$ cat config.mk
export PLATFORM = sky130hd
export DESIGN_NAME = pcie_vc_router
export DESIGN_NICKNAME = d
export VERILOG_FILES = /design/src/rtl/pcie_vc_router.sv
export SDC_FILE = /design/constraint.sdc
export NUM_CORES = 1
export LEC_CHECK = 0
export ABC_CLOCK_PERIOD_IN_PS = 4000
export CAP_MARGIN = 30
export CORE_MARGIN = 4
export CORE_UTILIZATION = 60
export CTS_CLUSTER_DIAMETER = 120
export DETAILED_ROUTE_END_ITERATION = 16
export GPL_ROUTABILITY_DRIVEN = 0
export PLACE_DENSITY_LB_ADDON = 0.15
export REMOVE_ABC_BUFFERS = 1
export SLEW_MARGIN = 25
export SYNTH_ARGS = -nofsm -noshare
export SYNTH_HDL_FRONTEND = slang
export SYNTH_SLANG_ARGS = --single-unit
$ cat constraint.sdc
create_clock -name clock -period 4 [get_ports clock]
set_input_delay 0.8 -clock clock [delete_from_list [all_inputs] [get_ports clock]]
set_output_delay 0.8 -clock clock [all_outputs]
set_load 0.1 [all_outputs]
$ cat src/rtl/pcie_vc_router.sv
// pcie_vc_router
// Multi-port, multi-VC transaction buffer. Each input port steers words into
// one FIFO per virtual channel. A round-robin arbiter drains those FIFOs into
// a registered output stage that uses a ready/valid handshake. Each FIFO has
// its own pause/continue flow control with hysteresis, and a small state
// machine reports init/idle/active/error.
//
// Ports:
//   clock, reset       rising-edge clock, asynchronous active-low reset
//   init               threshold load / global flush request
//   umbral_high/low    pause / continue occupancy thresholds (latched in INIT)
//   valid_in, data_in  per-port write strobe and {vc, payload} word
//   out_ready          per-port downstream ready
//   valid_out, data_out, vc_out  per-port registered output word
//   pause, continue_vc per-FIFO flow-control level / one-cycle pulse (p*NUM_VC+v)
//   idle, active, error          one-hot state indicators (none while in INIT)
//   umbrales_VCFC      latched {high, low}
module pcie_vc_router #(
  parameter int DATA_WIDTH = 5,
  parameter int VC_BITS    = 1,
  parameter int NUM_PORTS  = 2,
  parameter int ADDR_WIDTH = 3
) (
  input  logic                                     clock,
  input  logic                                     reset,
  input  logic                                     init,
  input  logic [ADDR_WIDTH:0]                      umbral_high,
  input  logic [ADDR_WIDTH:0]                      umbral_low,
  input  logic [NUM_PORTS-1:0]                     valid_in,
  input  logic [NUM_PORTS*(DATA_WIDTH+VC_BITS)-1:0] data_in,
  input  logic [NUM_PORTS-1:0]                     out_ready,
  output logic [NUM_PORTS-1:0]                     valid_out,
  output logic [NUM_PORTS*DATA_WIDTH-1:0]          data_out,
  output logic [NUM_PORTS*VC_BITS-1:0]             vc_out,
  output logic [NUM_PORTS*(1<<VC_BITS)-1:0]        pause,
  output logic [NUM_PORTS*(1<<VC_BITS)-1:0]        continue_vc,
  output logic                                     idle,
  output logic                                     active,
  output logic                                     error,
  output logic [2*(ADDR_WIDTH+1)-1:0]              umbrales_VCFC
);

  localparam int NUM_VC   = 1 << VC_BITS;
  localparam int DEPTH    = 1 << ADDR_WIDTH;
  localparam int NUM_FIFO = NUM_PORTS * NUM_VC;
  localparam int CW       = ADDR_WIDTH + 1;
  localparam int WW       = DATA_WIDTH + VC_BITS;

  typedef enum logic [1:0] {ST_INIT, ST_IDLE, ST_ACTIVE, ST_ERROR} state_t;

  // FIFO storage and bookkeeping, indexed p*NUM_VC+v
  logic [DATA_WIDTH-1:0] mem_q      [NUM_FIFO][DEPTH];
  logic [CW-1:0]         count_q    [NUM_FIFO];
  logic [CW-1:0]         count_d    [NUM_FIFO];
  logic [ADDR_WIDTH-1:0] wr_ptr_q   [NUM_FIFO];
  logic [ADDR_WIDTH-1:0] wr_ptr_d   [NUM_FIFO];
  logic [ADDR_WIDTH-1:0] rd_ptr_q   [NUM_FIFO];
  logic [ADDR_WIDTH-1:0] rd_ptr_d   [NUM_FIFO];
  logic [NUM_FIFO-1:0]   pause_q, pause_d;
  logic [NUM_FIFO-1:0]   cont_q, cont_d;

  // Output stage and arbiter state per port
  logic [NUM_PORTS-1:0]  valid_out_q, valid_out_d;
  logic [DATA_WIDTH-1:0] data_out_q [NUM_PORTS];
  logic [DATA_WIDTH-1:0] data_out_d [NUM_PORTS];
  logic [VC_BITS-1:0]    vc_out_q   [NUM_PORTS];
  logic [VC_BITS-1:0]    vc_out_d   [NUM_PORTS];
  logic [VC_BITS-1:0]    rr_ptr_q   [NUM_PORTS];
  logic [VC_BITS-1:0]    rr_ptr_d   [NUM_PORTS];

  // Thresholds and state machine
  logic [CW-1:0] high_q, high_d, low_q, low_d;
  state_t        state_q, state_d;
  logic          idle_q, active_q, error_q;

  // Decoded input words
  logic [VC_BITS-1:0]    in_vc      [NUM_PORTS];
  logic [DATA_WIDTH-1:0] in_payload [NUM_PORTS];
  logic [NUM_FIFO-1:0]   push, pop, overflow_vec;
  logic [DATA_WIDTH-1:0] push_data  [NUM_FIFO];
  logic                  found;
  logic [VC_BITS-1:0]    grant, cand;
  logic                  all_empty;

  always_comb begin
    for (int p = 0; p < NUM_PORTS; p++) begin
      in_payload[p] = data_in[p*WW +: DATA_WIDTH];
      in_vc[p]      = data_in[p*WW + DATA_WIDTH +: VC_BITS];
    end
  end

  // Push decode. A full FIFO (judged on the pre-edge count) rejects the word
  // even if it pops on the same edge; the rejected word raises overflow.
  always_comb begin
    push         = '0;
    overflow_vec = '0;
    for (int f = 0; f < NUM_FIFO; f++) push_data[f] = '0;
    for (int p = 0; p < NUM_PORTS; p++) begin
      for (int v = 0; v < NUM_VC; v++) begin
        if (valid_in[p] && !init && in_vc[p] == VC_BITS'(v)) begin
          if (count_q[p*NUM_VC+v] == CW'(DEPTH)) begin
            overflow_vec[p*NUM_VC+v] = 1'b1;
          end else begin
            push[p*NUM_VC+v]      = 1'b1;
            push_data[p*NUM_VC+v] = in_payload[p];
          end
        end
      end
    end
  end

  // Output stage with round-robin arbitration. The search starts one past the
  // last granted VC; the pointer only moves when a word is actually popped.
  always_comb begin
    pop   = '0;
    found = 1'b0;
    grant = '0;
    cand  = '0;
    for (int p = 0; p < NUM_PORTS; p++) begin
      valid_out_d[p] = valid_out_q[p];
      data_out_d[p]  = data_out_q[p];
      vc_out_d[p]    = vc_out_q[p];
      rr_ptr_d[p]    = rr_ptr_q[p];
      if (init) begin
        valid_out_d[p] = 1'b0;
        data_out_d[p]  = '0;
        vc_out_d[p]    = '0;
        rr_ptr_d[p]    = '0;
      end else if (!valid_out_q[p] || out_ready[p]) begin
        found = 1'b0;
        grant = '0;
        for (int i = 1; i <= NUM_VC; i++) begin
          cand = rr_ptr_q[p] + VC_BITS'(i);
          if (!found && count_q[p*NUM_VC + int'(cand)] != '0) begin
            found = 1'b1;
            grant = cand;
          end
        end
        valid_out_d[p] = found;
        if (found) begin
          for (int v = 0; v < NUM_VC; v++) begin
            if (grant == VC_BITS'(v)) begin
              data_out_d[p]    = mem_q[p*NUM_VC+v][rd_ptr_q[p*NUM_VC+v]];
              pop[p*NUM_VC+v]  = 1'b1;
            end
          end
          vc_out_d[p] = grant;
          rr_ptr_d[p] = grant;
        end
      end
    end
  end

  // FIFO counters and flow control. Pause/continue look at the post-edge
  // count so they change on the same edge as the push/pop that moved it.
  always_comb begin
    for (int f = 0; f < NUM_FIFO; f++) begin
      count_d[f]  = count_q[f] + CW'(push[f]) - CW'(pop[f]);
      wr_ptr_d[f] = wr_ptr_q[f] + ADDR_WIDTH'(push[f]);
      rd_ptr_d[f] = rd_ptr_q[f] + ADDR_WIDTH'(pop[f]);
      pause_d[f]  = pause_q[f];
      cont_d[f]   = 1'b0;
      if (!pause_q[f]) begin
        pause_d[f] = (count_d[f] >= high_q);
      end else if (count_d[f] <= low_q) begin
        pause_d[f] = 1'b0;
        cont_d[f]  = 1'b1;
      end
      if (init) begin
        count_d[f]  = '0;
        wr_ptr_d[f] = '0;
        rd_ptr_d[f] = '0;
        pause_d[f]  = 1'b0;
        cont_d[f]   = 1'b0;
      end
    end
  end

  // Thresholds are sampled only while sitting in INIT with init held high
  always_comb begin
    high_d = high_q;
    low_d  = low_q;
    if (state_q == ST_INIT && init) begin
      high_d = umbral_high;
      low_d  = umbral_low;
    end
  end

  always_comb begin
    all_empty = 1'b1;
    for (int f = 0; f < NUM_FIFO; f++) begin
      if (count_q[f] != '0) all_empty = 1'b0;
    end
  end

  // Next state. init overrides everything; ERROR is left only through init.
  always_comb begin
    state_d = state_q;
    if (init) begin
      state_d = ST_INIT;
    end else begin
      case (state_q)
        ST_INIT:   state_d = ST_IDLE;
        ST_IDLE: begin
          if (|overflow_vec)  state_d = ST_ERROR;
          else if (|valid_in) state_d = ST_ACTIVE;
        end
        ST_ACTIVE: begin
          if (|overflow_vec) state_d = ST_ERROR;
          else if (all_empty && !(|valid_out_q) && !(|valid_in)) state_d = ST_IDLE;
        end
        default:   state_d = ST_ERROR;
      endcase
    end
  end

  always_ff @(posedge clock or negedge reset) begin
    if (!reset) begin
      state_q  <= ST_INIT;
      idle_q   <= 1'b0;
      active_q <= 1'b0;
      error_q  <= 1'b0;
    end else begin
      state_q  <= state_d;
      idle_q   <= (state_d == ST_IDLE);
      active_q <= (state_d == ST_ACTIVE);
      error_q  <= (state_d == ST_ERROR);
    end
  end

  always_ff @(posedge clock or negedge reset) begin
    if (!reset) begin
      for (int f = 0; f < NUM_FIFO; f++) begin
        count_q[f]  <= '0;
        wr_ptr_q[f] <= '0;
        rd_ptr_q[f] <= '0;
      end
      pause_q     <= '0;
      cont_q      <= '0;
      valid_out_q <= '0;
      for (int p = 0; p < NUM_PORTS; p++) begin
        data_out_q[p] <= '0;
        vc_out_q[p]   <= '0;
        rr_ptr_q[p]   <= '0;
      end
      high_q <= CW'(DEPTH);
      low_q  <= CW'(DEPTH / 2);
    end else begin
      for (int f = 0; f < NUM_FIFO; f++) begin
        count_q[f]  <= count_d[f];
        wr_ptr_q[f] <= wr_ptr_d[f];
        rd_ptr_q[f] <= rd_ptr_d[f];
      end
      pause_q     <= pause_d;
      cont_q      <= cont_d;
      valid_out_q <= valid_out_d;
      for (int p = 0; p < NUM_PORTS; p++) begin
        data_out_q[p] <= data_out_d[p];
        vc_out_q[p]   <= vc_out_d[p];
        rr_ptr_q[p]   <= rr_ptr_d[p];
      end
      high_q <= high_d;
      low_q  <= low_d;
    end
  end

  // Payload storage carries no reset; occupancy is tracked by the counters
  always_ff @(posedge clock) begin
    for (int f = 0; f < NUM_FIFO; f++) begin
      if (push[f]) mem_q[f][wr_ptr_q[f]] <= push_data[f];
    end
  end

  always_comb begin
    for (int p = 0; p < NUM_PORTS; p++) begin
      data_out[p*DATA_WIDTH +: DATA_WIDTH] = data_out_q[p];
      vc_out[p*VC_BITS +: VC_BITS]         = vc_out_q[p];
    end
  end

  assign valid_out     = valid_out_q;
  assign pause         = pause_q;
  assign continue_vc   = cont_q;
  assign idle          = idle_q;
  assign active        = active_q;
  assign error         = error_q;
  assign umbrales_VCFC = {high_q, low_q};

endmodule
# Yosys cells after proc, flatten, opt, wreduce, memory -nomap -nowiden
# Memory sizes are Yosys's and may differ from the RTL's.
# Index checks and enable logic that the tools add are counted.
dict set report op_classes {
  mux 164
  n_bitwise 14
  reduce_logical 44
  magnitude_cmp 24
  eq_ne 9
  add_sub_neg 20
}
# cell n
set op_table {}
lappend op_table {{2-to-1 mux 40 bit} 8}
lappend op_table {{2-to-1 mux 5 bit} 28}
lappend op_table {{greater-or-equal comparator 32 x 3 -> 1 bit (second input constant)} 4}
lappend op_table {{2-to-1 mux 1 bit} 82}
lappend op_table {{OR reduction 40 bit} 2}
lappend op_table {{inverter 1 -> 32 bit} 2}
lappend op_table {{inverter 3 -> 32 bit} 2}
lappend op_table {{binary-select mux 5 bit (select 3 bit)} 4}
lappend op_table {{demux 5 bit (select 3 bit)} 4}
lappend op_table {{2-to-1 mux 4 bit} 12}
lappend op_table {{binary-select mux 4 bit (select 2 bit)} 4}
lappend op_table {{greater-or-equal comparator 4 bit (second input constant)} 8}
lappend op_table {{inverter 3 -> 4 bit} 8}
lappend op_table {{nonzero test 4 bit} 8}
lappend op_table {{2-to-1 mux 2 bit} 13}
lappend op_table {{adder 3 x 1 -> 3 bit} 8}
lappend op_table {{2-to-1 mux 3 bit} 8}
lappend op_table {{adder 4 x 1 -> 4 bit} 4}
lappend op_table {{equality test 4 bit (second input constant)} 4}
lappend op_table {{greater-or-equal comparator 4 bit} 4}
lappend op_table {{<= comparator 4 bit} 4}
lappend op_table {{< comparator 4 x 1 -> 1 bit (second input constant)} 4}
lappend op_table {{subtractor 4 x 1 -> 4 bit} 4}
lappend op_table {{logical AND 1 bit} 15}
lappend op_table {{13 further kinds} 31}
dict set report totals {
  input_bits 27
  reg_bits 75
  n_memories 1
  out_inout_bits 33
  wordCells 302
  mem_bits_rw 160
}
# memory words width read_ports rd_ports_with_merged_regs wr line_no
set memory_table {}
lappend memory_table {mem_q 4 40 4 0 2 52} ;# logic [DATA_WIDTH-1:0] mem_q [NUM_FIFO][DEPTH];

# Logic depth before layout (Yosys ltp)
# Gate-level depths: netlist (run 1).
dict set report logic_depth {
  word_depth 24
  depth_mapped 15
  mapped_depth_nobuf 15
}

# Worst setup path after synthesis (run 1)
# OpenSTA, ideal clock, no wires.
dict set report synth_path {
  path_kind {reg2reg}
  start {register rr_ptr_q[0] (netlist bit)}
  end {register cont_q[2] (netlist: continue_vc[2])}
  synth_period_minus_slack_ns 3.540
  path_buffers 1
  t_arrival_ns 3.467
  stages_incl_launch_ff 16
  setup_time_ns 0.074
  required_time_ns 3.926
  path_slack_ns 0.460
  cell_sequence {dfrtp_1 -> inv_1 -> o21bai_1 -> clkbuf_1 -> and2_1 -> ha_1 -> inv_1 -> ha_1 -> a21o_1 -> a21oi_1 -> xor2_1 -> ha_1 -> a21oi_1 -> o21ai_0 -> a21boi_0 -> nor2b_1}
}
dict set report synth_between {
  elab_chain_cells 24
  elab_cells_between_ends 34
  classes_between {add/sub: 4; order compare: 1; mux: 23; bitwise: 2; reduce/logical: 4}
}
# item line_no
set synth_rtl {}
lappend synth_rtl {{from (decl)} 68} ;# logic [VC_BITS-1:0] rr_ptr_q [NUM_PORTS];
lappend synth_rtl {{from (signal, indexed assignment)} 260} ;# rr_ptr_q[p] <= rr_ptr_d[p];
lappend synth_rtl {{adder 1 bit} 133} ;# cand = rr_ptr_q[p] + VC_BITS'(i);
lappend synth_rtl {{adder 2 x 1 -> 3 bit} 134} ;# if (!found && count_q[p*NUM_VC + int'(cand)] != '0) begin
lappend synth_rtl {{inverter 3 -> 32 bit (implied by the code)} 134}
lappend synth_rtl {{binary-select mux 4 bit (select 2 bit)} 134}
lappend synth_rtl {{2-to-1 mux 4 bit (implied by the code) (2 in a row)} 134}
lappend synth_rtl {{nonzero test 4 bit} 134}
lappend synth_rtl {{2-to-1 mux 1 bit} 134}
lappend synth_rtl {{2-to-1 mux 1 bit} 129} ;# end else if (!valid_out_q[p] || out_ready[p]) begin
lappend synth_rtl {{[8 not listed]} -}
lappend synth_rtl {{2-to-1 mux 2 bit (*)} 129}
lappend synth_rtl {{2-to-1 mux 2 bit (*)} 124} ;# if (init) begin
lappend synth_rtl {{subtractor 4 x 1 -> 4 bit (*)} 158} ;# count_d[f] = count_q[f] + CW'(push[f]) - CW'(pop[f]);
lappend synth_rtl {{<= comparator 4 bit (*)} 165} ;# end else if (count_d[f] <= low_q) begin
lappend synth_rtl {{2-to-1 mux 1 bit (*)} 165}
lappend synth_rtl {{2-to-1 mux 1 bit (*)} 163} ;# if (!pause_q[f]) begin
lappend synth_rtl {{2-to-1 mux 1 bit (*)} 169} ;# if (init) begin
lappend synth_rtl {{named net cont_d[2]} 60} ;# logic [NUM_FIFO-1:0] cont_q, cont_d;
lappend synth_rtl {{to (signal assigned)} 255} ;# cont_q <= cont_d;
lappend synth_rtl {{to (decl)} 60}
# Mark *: on every way through the listed nets, which the timed path passes. The rest lies on a longest branch. The select of a mux whose other input is x is not followed.
# A chain may end at the register's enable or synchronous reset.

# Worst setup path after layout (run 1)
dict set report layout_path {
  start {register count_q[13] (netlist bit)}
  end {register cont_q[1] (netlist: continue_vc[1])}
}
dict set report layout_between {
  elab_chain_cells 21
  elab_cells_between_ends 29
  classes_between {add/sub: 1; order compare: 1; mux: 23; reduce/logical: 4}
}
# item line_no
set layout_rtl {}
lappend layout_rtl {{from (decl)} 53} ;# logic [CW-1:0] count_q [NUM_FIFO];
lappend layout_rtl {{from (signal, indexed assignment)} 250} ;# count_q[f] <= count_d[f];
lappend layout_rtl {{binary-select mux 4 bit (select 2 bit)} 134}
lappend layout_rtl {{2-to-1 mux 4 bit (implied by the code) (2 in a row)} 134}
lappend layout_rtl {{nonzero test 4 bit} 134}
lappend layout_rtl {{2-to-1 mux 1 bit} 134}
lappend layout_rtl {{2-to-1 mux 1 bit} 129}
lappend layout_rtl {{2-to-1 mux 1 bit} 124}
lappend layout_rtl {{zero test 1 bit} 134}
lappend layout_rtl {{logical AND 1 bit} 134}
lappend layout_rtl {{[5 not listed]} -}
lappend layout_rtl {{2-to-1 mux 2 bit (*)} 129}
lappend layout_rtl {{2-to-1 mux 2 bit (*)} 124}
lappend layout_rtl {{subtractor 4 x 1 -> 4 bit (*)} 158}
lappend layout_rtl {{<= comparator 4 bit (*)} 165}
lappend layout_rtl {{2-to-1 mux 1 bit (*)} 165}
lappend layout_rtl {{2-to-1 mux 1 bit (*)} 163}
lappend layout_rtl {{2-to-1 mux 1 bit (*)} 169}
lappend layout_rtl {{named net cont_d[1]} 60}
# Marks and branches as above.

==> impl_metrics.toml, run 1 <==
[synth]
synth.distinct_cells = 56
synth.avg_cell_area_um2 = 14.4
yosysSeqAreaShare = 0.620
ys_async_sr_fraction = 0.319
netlist_area_um2 = 10800
yosys.area_share.simple = 0.105
synthAdderAreaFrac = 0.0909
ys_seq_elements = 235
ys.flop_type = "edfxtp_1"
synth_compound_area_frac = 0.0550
synth_top_family_by_area = "simple AND/OR/NAND/NOR gates"
synth_xor_area_frac = 0.0130
yosysWarnings = 0
synthCells = 747
synth_edf_count = 160
muxShareOfSynthArea = 0.0929

[finish]
layout-drive-gt1-share = 0.121
area_growth_pct = 16.1
final_cells = 1071
nets = 931
diodes = 0
stdcell_area_um2 = 12500
utilization = 0.717

[clocking]
post-cts-setup-buffers = 0
clk_pin_slew_ns = 0.06
max-clock-path-buffers = 3
htree_levels = 1
root_buffer = "clkbuf_16"
ctsHoldBuffers = 0
cts_sinks = 235
cts_tree = "yes"
cts_made_buffers = 24
worst_skew_pair.late_latency_ns = 0.51

[worst_setup_path]
reg2regPathDepth = 14
cp-start-kind = "flop"
critPathMostFrequentCell = "ha_1"
path_max_fanout = 5
crit_chain = "or4_4 > a21oi_2 > nor3b_1 > ha_1 > inv_1 > ha_1 > a21o_1 > a21oi_1 > xor2_1 > ha_1 > a21oi_1 > o21ai_0 > a21boi_0 > nor2b_1"
crit_slowest_cell = "or4_4"
r2r_slack_ns = 0.34
required_ns = 4.44
slowest_delay_ns = 0.59
worstSetupPathType = "reg -> reg"
cp.arrival_ns = 4.11
endpoint_kind = "flop"

[sta]
final-hold-violation-count = 0
max_freq_mhz = 273
rsz0062_at_grt = "false"
hold-worst-slack_ns = 0.305
period_minus_slack_ns = 3.66
slew_viol_final = 0
setup_viol = 0
worstMarginPinSlew_ns = 0.985
setup_tns_ns = 0
post-route-period-util = 0.916
skew_ns = 0.0239
slew-limit-headroom = 0.341

[floorplanning]
die_w_um = 142
floorplan.initialDensity = 0.617
core_um2 = 17500
die_y_um = 142
rows = 48
fp.dieArea_um2 = 20200
pin_count = 60

[pwr]
p_leak_nw = 4.82
power.density_nw_per_um2 = 744
peakVddDrop_mv = 0.676

[drt]
vias = 6308
drc_errors = 0
ant_nets = 0
viasPerCell = 5.89
drt-initial-drc-count = 401
wirelength_um = 21400
wl_per_cell_um = 20.0
dr.pass1.iters = 5

[placement]
io_buffer_count = 59
placedCellCount = 1027
dpl.hpwl_um = 15200
place_area_um2 = 11700

[global_route]
antenna_found_initial = 0
grt-ovfl-total = 0
track_usage = 0.221
grt_pass1_vias = 6722
grt_pass1_wl_um = 35400
grt_max_degree = 76

[outcome]
status = "finished, final reports clean"

[min_path]
holdCritPathClass = "in -> async"

[run]
maxCapViolations = 0
## routing by layer
layer | GRT usage | up-vias | wire length, um | part of all wire
li1 | - | 2943 | - | -
met1 | 0.315 | 3174 | 9510 | 0.44
met2 | 0.367 | 169 | 10500 | 0.49
met3 | 0.0333 | 22 | 1120 | 0.053
met4 | 0.0510 | 0 | 303 | 0.014
met5 | 0 | - | 0 | 0
## critical path: cells and delay by family, from the launching register on
kind	cells	cell delay (ns)
flops	1	0.43
simple gates	3	1.10
fa+ha+maj	3	0.79
compound gates	6	0.99
xor+xnor	1	0.23
buf+inv	1	0.07
## per-stage QoR
stage / power, mW / setup slack, ns
final: 9.32 / 0.335
after global routing: 9.94 / 0.0548
after CTS: 9.37 / 0.292
after detailed placement: 7.07 / 0.00698
after global placement: 6.90 / 0.148
after floorplan: 5.96 / 0.413
## report_power, final
part | internal, mW | switching (mW) | leakage, nW
sequential | 2.83 | 0.316 | 2.47
clock | 1.40 | 0.872 | 0.388
combinational | 1.58 | 2.33 | 1.96
## layout by cell type (no fill, tap or decap), types with 3 or more instances in the layout
master and count:
nor2_1 37, buf_4 18, a21boi_0 4, a211oi_1 4, a21oi_1 21, nor4_1 7, bufinv_16 4, xor2_1 8
nand2b_1 20, nand4_1 4, a21o_1 4, o22ai_1 7, o21ai_1 4, clkinv_1 5, edfxtp_1 160, inv_1 38
fa_1 4, clkbuf_1 6, mux2i_1 27, nor3b_1 5, a311oi_1 3, o21ai_0 13, and3_1 5, inv_2 3
a32o_1 8, clkdlybuf4s50_1 57, dfrtp_1 73, nor3_1 20, nor2b_1 40, mux4_2 30, and2_1 17, ha_1 72
mux2_2 4, a211o_1 7, clkbuf_16 25, nand2_1 38, o221ai_1 5, xnor2_1 8
## final cells by class
type,count,area (um2)
Fill cell,1125,4950
Clock buffer,31,648
Inverter,41,154
Sequential cell,235,6680
Tap cell,225,282
Timing Repair Buffer,78,742
Clock inverter,13,164
Multi-Input combinational cell,448,3860
## synthesized netlist by cell type (all sizes together), types with 2 or more instances
cell type | count | area (um2)
o22ai | 7 | 43.8
ha | 72 | 901
nor3b | 5 | 37.5
a21o | 4 | 30.0
buf | 11 | 60.1
a21oi | 22 | 114
o21ba | 2 | 26.3
nand2b | 20 | 125
nor2b | 40 | 250
o21ai | 17 | 85.1
dfstp | 2 | 52.6
mux4 | 30 | 676
a21boi | 4 | 30.0
or2 | 3 | 18.8
a32o | 8 | 80.1
nand4 | 4 | 25.0
edfxtp | 160 | 4800
a211oi | 4 | 30.0
a211o | 7 | 61.3
dfrtp | 73 | 1830
mux2 | 5 | 56.3
nand2 | 38 | 143
xnor2 | 8 | 70.1
nor4 | 8 | 50.1
mux2i | 27 | 270
xor2 | 8 | 70.1
a311oi | 3 | 26.3
and3 | 5 | 31.3
nor2 | 37 | 139
o221ai | 5 | 43.8
and2 | 17 | 106
clkbuf | 12 | 45.0
inv | 41 | 154
or3 | 2 | 12.5
fa | 4 | 80.1
nor3 | 22 | 115
## path summary, 6_finish.rpt
check,start,endpoint
min in group clock,data_out[1],data_out[1]
worst max register to register,count_q[13],continue_vc[1]
worst min register to register,data_out[1],data_out[1]
worst min-delay path,reset,low_q[1]
max in group asynchronous,reset,data_out[9]
worst max-delay path,count_q[13],continue_vc[1]
## repair_timing
action,4_1_cts,5_1_grt
resized for setup,0,1
setup endpoints to repair,0,2
endpoints found under the hold margin,0,0
## cells by family (layout without fill, tap and decap cells)
kind of cell,after synthesis,in the layout
AO/OA/AOI/OAI,86,86
XOR/XNOR,16,16
adder cells (fa/ha/maj),76,76
buffers and inverters,64,163
flip-flops,235,235
multiplexers,62,62
AND/OR/NAND/NOR,208,208
## registers in the layout (all words and copies together) (netlist names)
| name | count |
|---|---|
| mem_q | 160 |
| count_q | 16 |
| rd_ptr_q | 12 |
| wr_ptr_q | 12 |
| data_out | 10 |
| continue_vc | 4 |
| high_q | 4 |
| low_q | 4 |
| pause | 4 |
| rr_ptr_q | 2 |
| state_q | 2 |
| valid_out | 2 |
| active | 1 |
| error | 1 |
| idle | 1 |
No activity file was read; power rests on OpenSTA's default activity.
==> run 2: changes to the inputs <==
- CTS_CLUSTER_DIAMETER: 120 -> unset
==> results of run 2 <==
No change in the layout: final DEF, timing and power equal those of run 1.
==> run 3: changes to the inputs <==
- CORE_UTILIZATION: 60 -> 64
- DONT_BUFFER_PORTS: unset -> 1
==> run 3 against run 2 <==
  * Final cell count is 6.3% lower
  * Sequential share of layout area is 2.7 points higher
  * First-iteration DRC count is 1.2% higher
  * Combinational power is 24% lower
  * Count of clock-buffer cells in the layout is 3 lower
  * Die area is 5.9% lower
  * Sequential cell count stayed put
  * Critical path type unchanged
  * Critical path depth stayed put
==> impl_metrics.toml, run 3 (synthesis results as in run 1) <==
[outcome]
status = "finished, final reports clean"

[worst_setup_path]
cp-start-kind = "flop"
r2r-start = "count_q[13]"
r2r-end = "continue_vc[0]"
path_max_fanout = 5
critPathLaunch = "count_q[13]"
r2r_slack_ns = 0.30
worstSetupPathType = "reg -> reg"
cp.arrival_ns = 4.15
critPathCapture = "continue_vc[0]"
endpoint_kind = "flop"
required_ns = 4.44
reg2regPathDepth = 14

[finish]
mostFrequentLayoutCells = "edfxtp_1 (160), dfrtp_1 (73), ha_1 (72), nor2b_1 (40)"
seqCellArea_um2 = 6680
n_fill_cell = 1051
nets = 869
multi_input_area_um2 = 3860
utilization = 0.722
layout_commonest_cell = "edfxtp_1"
diodes = 0
area_growth_pct = 10.6
layout-drive-gt1-share = 0.133
largest_reg_flops = 160

[global_route]
antenna_found_initial = 0
grt-ovfl-total = 0
grt_max_degree = 74
grt_pass1_wl_um = 34200
grt_pass1_vias = 6482
track_usage = 0.234

[pwr]
p_comb_frac = 0.329
power.density_nw_per_um2 = 754
p_sw_frac = 0.390
peakVddDrop_mv = 0.606
p_leak_nw = 4.60
p_int_mw = 5.50
seq_power_share = 0.421
p_switching_mw = 3.51
power.share.clock = 0.249

[drt]
wl_per_cell_um = 20.9
viasPerCell = 6.04
ant_nets = 0
vias = 6061
wirelength_um = 20900
drc_errors = 0
drt-initial-drc-count = 406
dr.pass1.iters = 5

[sta]
worstMarginPinSlew_ns = 0.967
slew-limit-headroom = 0.355
setup_viol = 0
final-hold-violation-count = 0
period_minus_slack_ns = 3.70
max_freq_mhz = 270
setup_tns_ns = 0
post-route-period-util = 0.926
rsz0062_at_grt = "false"
skew_ns = 0.0130
slew_viol_final = 0
hold-worst-slack_ns = 0.129

[clocking]
max-clock-path-buffers = 3
post-cts-setup-buffers = 0
htree_levels = 1
cts_tree = "yes"
clk_pin_slew_ns = 0.06
worst_skew_pair.late_latency_ns = 0.52
root_buffer = "clkbuf_16"
cts_sinks = 235
cts_made_buffers = 24

[run]
maxCapViolations = 0

[floorplanning]
core_um2 = 16500
rows = 47
fp.dieArea_um2 = 19000
floorplan.initialDensity = 0.653
die_w_um = 138
die_y_um = 138
pin_count = 60

[min_path]
holdCritPathClass = "in -> async"

[placement]
dpl.hpwl_um = 14900
io_buffer_count = 0
[run 3: timing repair]
action / 4_1_cts / 5_1_grt
gates resized for setup: 0 / 2
hold buffers: 1 / 0
hold endpoints to repair: 73 / 0
endpoints found under the setup margin: 0 / 4
[run 3: power by group through the flow]
stage	Sequential (mW)	Clock, mW	Combinational, mW
after detailed placement	3.85	0	2.92
after global placement	3.85	0	2.70
after CTS	3.80	2.28	2.96
final	3.79	2.24	2.96
after floorplan	3.92	0	2.04
after global routing	3.84	2.41	3.39
[run 3: area by class of cell]
type                    instances  share of cell area
flip-flops and latches        235               0.560
well taps                     220              0.0231
clock inverters                15              0.0119
clock buffers                  28              0.0560
repair buffers                 16              0.0126
multi-input cells             448               0.324
inverters                      41              0.0129
[run 3: worst min path at each step]
stage | cells after the start | slack, ns | to
after detailed placement | 0 | 0.51 | low_q[1]
after global placement | 0 | 0.51 | low_q[3]
final | 0 | 0.13 | high_q[3]
after CTS | 0 | 0.11 | high_q[3]
after floorplan | 0 | 0.50 | active
after global routing | 0 | 0.10 | high_q[3]
[run 3: per-stage QoR]
step | power, mW | setup slack (ns) | instance area (um2) | instances
floorplan | 5.96 | 0.413 | 10700 | 724
global placement | 6.55 | 0.370 | 11000 | 955
detailed placement | 6.76 | 0.287 | 11100 | 959
CTS | 9.04 | 0.290 | 11900 | 1003
global route | 9.63 | 0.00755 | 11900 | 1003
finish | 9.00 | 0.297 | 11900 | 1003
[run 3: critical path, stage by stage, from the launching register on]
cell,delay (ns)
dfrtp_1,0.42
or4_4,0.59
nor4b_4,0.36
nor4_1,0.14
ha_1,0.30
inv_1,0.04
ha_1,0.20
a21o_1,0.18
a21oi_1,0.17
xor2_1,0.25
ha_1,0.31
a21oi_1,0.18
o21ai_0,0.12
a21boi_0,0.22
nor2b_1,0.16
[run 3: routing by layer]
layer / routed length [um] / global-route usage / vias up
met4: 304 / 0.0521 / 0
li1: - / - / 2822
met2: 10200 / 0.392 / 161
met3: 1640 / 0.0625 / 27
met1: 8760 / 0.313 / 3051
met5: 0 / 0 / -
